## config.mk

```make
export PLATFORM = sky130hd
export DESIGN_NAME = lfsr_rand_range
export DESIGN_NICKNAME = d
export VERILOG_FILES = /design/src/rtl/lfsr_rand_range.sv
export SDC_FILE = /design/constraint.sdc
export NUM_CORES = 1
export LEC_CHECK = 0
export CAP_MARGIN = 20
export CORE_MARGIN = 2
export CORE_UTILIZATION = 40
export CTS_CLUSTER_SIZE = 10
export DETAILED_ROUTE_END_ITERATION = 6
export GPL_TIMING_DRIVEN = 0
export PLACE_DENSITY = 0.81
export SYNTH_ARGS = -nofsm -noshare
export SYNTH_HDL_FRONTEND = slang
export SYNTH_SLANG_ARGS = --single-unit
```

## constraint.sdc

```tcl
create_clock -name clk -period 1.2 [get_ports clk]
set_input_delay 0.24 -clock clk [delete_from_list [all_inputs] [get_ports clk]]
set_output_delay 0.24 -clock clk [all_outputs]
set_load 0.1 [all_outputs]
```

## src/rtl/lfsr_rand_range.sv

```systemverilog
// Parametrised Fibonacci LFSR with zero-lock-safe seeding and a request/response
// engine that returns values in 0..RANGE-1 by bounded rejection sampling.
module lfsr_rand_range #(
   parameter int               WIDTH     = 8,
   parameter logic [WIDTH-1:0] TAPS      = 8'hB8,
   parameter logic [WIDTH-1:0] INIT_SEED = 8'hA5,
   parameter int               RANGE     = 9,
   parameter int               OUT_W     = 4,
   parameter int               MAX_TRIES = 16
) (
   input  logic             clk,
   input  logic             rst_n,
   input  logic             en,
   input  logic             seed_load,
   input  logic [WIDTH-1:0] seed_in,
   input  logic             req_valid,
   output logic             req_ready,
   output logic             rsp_valid,
   input  logic             rsp_ready,
   output logic [OUT_W-1:0] rsp_value,
   output logic             rsp_fallback,
   output logic [WIDTH-1:0] raw
);

   // Handshakes: a transfer happens on an edge where valid and ready are both
   // high; valid never drops before its transfer, and rsp_value/rsp_fallback
   // stay constant while rsp_valid is high.

   localparam int               TRY_W    = (MAX_TRIES > 1) ? $clog2(MAX_TRIES) : 1;
   localparam logic [TRY_W-1:0] LAST_TRY = TRY_W'(MAX_TRIES - 1);
   localparam logic [OUT_W:0]   RANGE_V  = (OUT_W + 1)'(RANGE);

   if (WIDTH < 3 || WIDTH > 32) begin : g_bad_width
      $error("lfsr_rand_range: WIDTH must be 3..32");
   end
   if (INIT_SEED == '0) begin : g_bad_seed
      $error("lfsr_rand_range: INIT_SEED must be nonzero");
   end
   if (OUT_W > WIDTH || RANGE < 2 || RANGE > (2 ** OUT_W)) begin : g_bad_range
      $error("lfsr_rand_range: need OUT_W <= WIDTH and 2 <= RANGE <= 2**OUT_W");
   end
   if (MAX_TRIES < 1) begin : g_bad_tries
      $error("lfsr_rand_range: MAX_TRIES must be >= 1");
   end

   typedef enum logic [1:0] {
      IDLE = 2'd0,
      DRAW = 2'd1,
      HOLD = 2'd2
   } fsm_t;

   fsm_t             fsm_q;
   fsm_t             fsm_d;
   logic [WIDTH-1:0] state_q;
   logic [WIDTH-1:0] state_next;
   logic             feedback;
   logic             advance;
   logic [TRY_W-1:0] try_q;
   logic [TRY_W-1:0] try_d;
   logic [OUT_W-1:0] value_q;
   logic [OUT_W-1:0] value_d;
   logic             fb_q;
   logic             fb_d;
   logic [OUT_W-1:0] cand;
   logic             cand_ok;

   assign feedback   = ^(state_q & TAPS);
   assign state_next = {state_q[WIDTH-2:0], feedback};

   // DRAW consumes one state per candidate, so it forces the advance.
   assign advance = en | (fsm_q == DRAW);

   always_ff @(posedge clk or negedge rst_n) begin
      if (!rst_n) begin
         state_q <= INIT_SEED;
      end else if (seed_load) begin
         state_q <= (seed_in == '0) ? INIT_SEED : seed_in;
      end else if (advance) begin
         state_q <= state_next;
      end
   end

   assign cand    = state_q[OUT_W-1:0];
   assign cand_ok = ({1'b0, cand} < RANGE_V);

   always_ff @(posedge clk or negedge rst_n) begin
      if (!rst_n) begin
         fsm_q   <= IDLE;
         try_q   <= '0;
         value_q <= '0;
         fb_q    <= 1'b0;
      end else begin
         fsm_q   <= fsm_d;
         try_q   <= try_d;
         value_q <= value_d;
         fb_q    <= fb_d;
      end
   end

   always_comb begin
      fsm_d   = fsm_q;
      try_d   = try_q;
      value_d = value_q;
      fb_d    = fb_q;
      case (fsm_q)
         IDLE: begin
            if (req_valid) begin
               fsm_d = DRAW;
               try_d = '0;
            end
         end
         DRAW: begin
            if (cand_ok) begin
               value_d = cand;
               fb_d    = 1'b0;
               fsm_d   = HOLD;
            end else if (try_q == LAST_TRY) begin
               value_d = '0;
               fb_d    = 1'b1;
               fsm_d   = HOLD;
            end else begin
               try_d = try_q + TRY_W'(1);
            end
         end
         HOLD: begin
            if (rsp_ready) begin
               fsm_d = IDLE;
            end
         end
         default: begin
            fsm_d = IDLE;
         end
      endcase
   end

   assign req_ready    = (fsm_q == IDLE);
   assign rsp_valid    = (fsm_q == HOLD);
   assign rsp_value    = value_q;
   assign rsp_fallback = fb_q;
   assign raw          = state_q;

endmodule

```

==> out/qor.txt <==
post-synth top area cell: dfrtp_1
first-pass GRT wire length: 4420 um
# setup viols final: 25
Post-Synthesis Cells: 93
gr usage total: 0.222
Max-Cap Viols: 0
vias per inst: 5.34
Post-synth top cells: dfrtp_1, nand2_1, nor2_1, o21ai_0, nand3_1
CTS Sinks: 19
max-slew violation count: 0
number of synthesized flops with an enable pin: 0
area of the mapped netlist: 946 um2
Crit. End Element: output port
core area: 2230 um2
Routed Antenna Nets: 0
Worst EP required: 0.96 ns
total congestion overflow: 0
failing checks: negative setup slack
sequential cell area fraction in the yosys report: 0.508
IO buf count: 27
Highest Clock Rate: 700 MHz
root buffer cell: clkbuf_4
CTS tree: yes
wirelength, routed: 2590 um
Clk Latency, worst-skew pair: 0.30 ns
Post-synth ARST share: 1.00
routed len/inst: 15.2 um
share of layout cells above drive strength 1: 0.500
Die Wd: 52.6 um
relative slew slack: 0.413
number of global-route vias before repair: 977
Initial DRT Pass Iterations: 3
Max Fanout on Critical Path: 6
hold_buf cts: 0
crit start category: flop
post-synth cell types: 28
routability cong.: 0.769
Initial Utilization: 0.424
Syn Nets: 108
DRC: 0
IO Pins: 29
Vias: 908
Final Hold Fails: 0
area delta synth->final: 73.8%
pin count of the biggest net entering global routing: 20
Worst-Margin Slew: 0.879 ns
pre-CTS WS: -0.894 ns
Layout fillers: 151
clk slew on worst S/H paths: 0.11 ns
largest cells by area after synthesis: dfrtp_1, dfstp_2, nand2_1
CTS Buf Count: 3
H-tree depth: 1
top cell type's share of synthesized area: 0.397
Initial DRC Count: 11
Setup Skew: 0.0130 ns
chip height: 52.6 um
row cnt: 17
CTS max path bufs: 2
status: finished, violations left
# nets final: 158
#FFs+latches synth: 19
unrepaired setup endpoints after global routing: yes
Worst Slack Setup Final: -0.228 ns
post-route minimum period: 1.43 ns
initial antenna violation count: 0
Synth warnings: 0
Syn Area/Cell: 10.2 um2
most frequent cell after synthesis: dfrtp_1
n_diodes: 0
dpl hpwl: 1560 um
Hold Path Class: in -> async
Die ar.: 2770 um2
Worst Path Arrival: 1.19 ns
worst setup path class: reg -> out
ys flop type: dfrtp_1
Period Utilization, post-route: 1.19
final cells by class:
cell class                 count  area (um2)  share of cell area
timing repair buffer          45         517               0.314
buffer                         2        18.8              0.0114
clock buffer                   4        26.3              0.0160
sequential                    19         505               0.307
tap                           28        35.0              0.0213
multi-input combinational     69         527               0.320
inverter                       3        15.0             0.00913
worst max-delay path, cell delays in order, from the launching register on:
cell        delay (ns)
dfrtp_2           0.48
nand2b_4          0.17
clkinvlp_4        0.08
buf_12            0.16
metrics by stage:
step / utilization / instance area, um2 / hold slack (ns) / std cells / setup TNS [ns]
6_report: 0.736 / 1640 / 0.0376 / 170 / -3.29
5_1_grt: 0.736 / 1640 / 0.100 / 170 / -4.78
4_1_cts: 0.714 / 1600 / 0.318 / 168 / -2.88
3_5_place_dp: 0.583 / 1300 / 0.488 / 148 / -17.79
3_3_place_gp: 0.583 / 1300 / 0.483 / 148 / -16.41
2_1_floorplan: - / 997 / -0.0556 / 93 / -3.51
state kept, by name, indices dropped and copies added, names as in the netlist:
name	cells
raw	8
try_q	4
fsm_q	2
rsp_fallback	1
rsp_value	4
placed cells by master (no fill, tap or decap), types with 3 or more instances in the layout:
master,synthesis,layout
o21ai_2,2,3
nand2_2,0,3
nand3_2,0,4
o22ai_1,4,4
clkbuf_4,0,3
buf_6,0,8
nand2_1,13,9
nor2_1,7,5
dlygate4sd2_1,0,6
a22o_1,4,4
dfstp_4,0,4
o21ai_0,7,6
dfrtp_2,0,5
mux2i_1,4,4
buf_4,2,16
dfrtp_1,15,9
clkdlybuf4s50_1,0,3
buf_12,0,9
routing by layer:
metal	track usage	share of wire
met1	0.250	0.41
met2	0.408	0.54
met3	0.0343	0.038
met4	0.0940	0.013
met5	0	0
timing repair:
item / 4_1_cts / 5_1_grt
resized for setup: 147 / 8
buffers inserted: 16 / 2
pin swaps: 10 / 5
setup endpoints to repair: 33 / 31
worst paths after layout:
check / startpoint / end / slack (ns) / cells past startpoint
max in group asynchronous: rst_n / raw[1] / 0.51 / 1
worst max-delay path: fsm_q[0] / rsp_valid / -0.23 / 3
worst max register to register: raw[2] / rsp_value[3] / -0.20 / 4
worst min-delay path: rst_n / try_q[3] / 0.04 / 1
min in group clk: seed_load / raw[0] / 0.34 / 3
worst min register to register: try_q[3] / try_q[3] / 0.53 / 1
cell families after synthesis:
logic type,count (synthesis),synth area share
adders and majority gates,1,0.0132
muxes,4,0.0423
DFF,19,0.508
AOI/OAI and AO/OA,26,0.193
and+or+nand+nor,35,0.188
xor gates and xnor gates,3,0.0278
buffers and inverters,5,0.0278
Power is left out: the tool's default activity adds up to more than one toggle a clock period on the data nets, which glitch-free logic cannot reach.
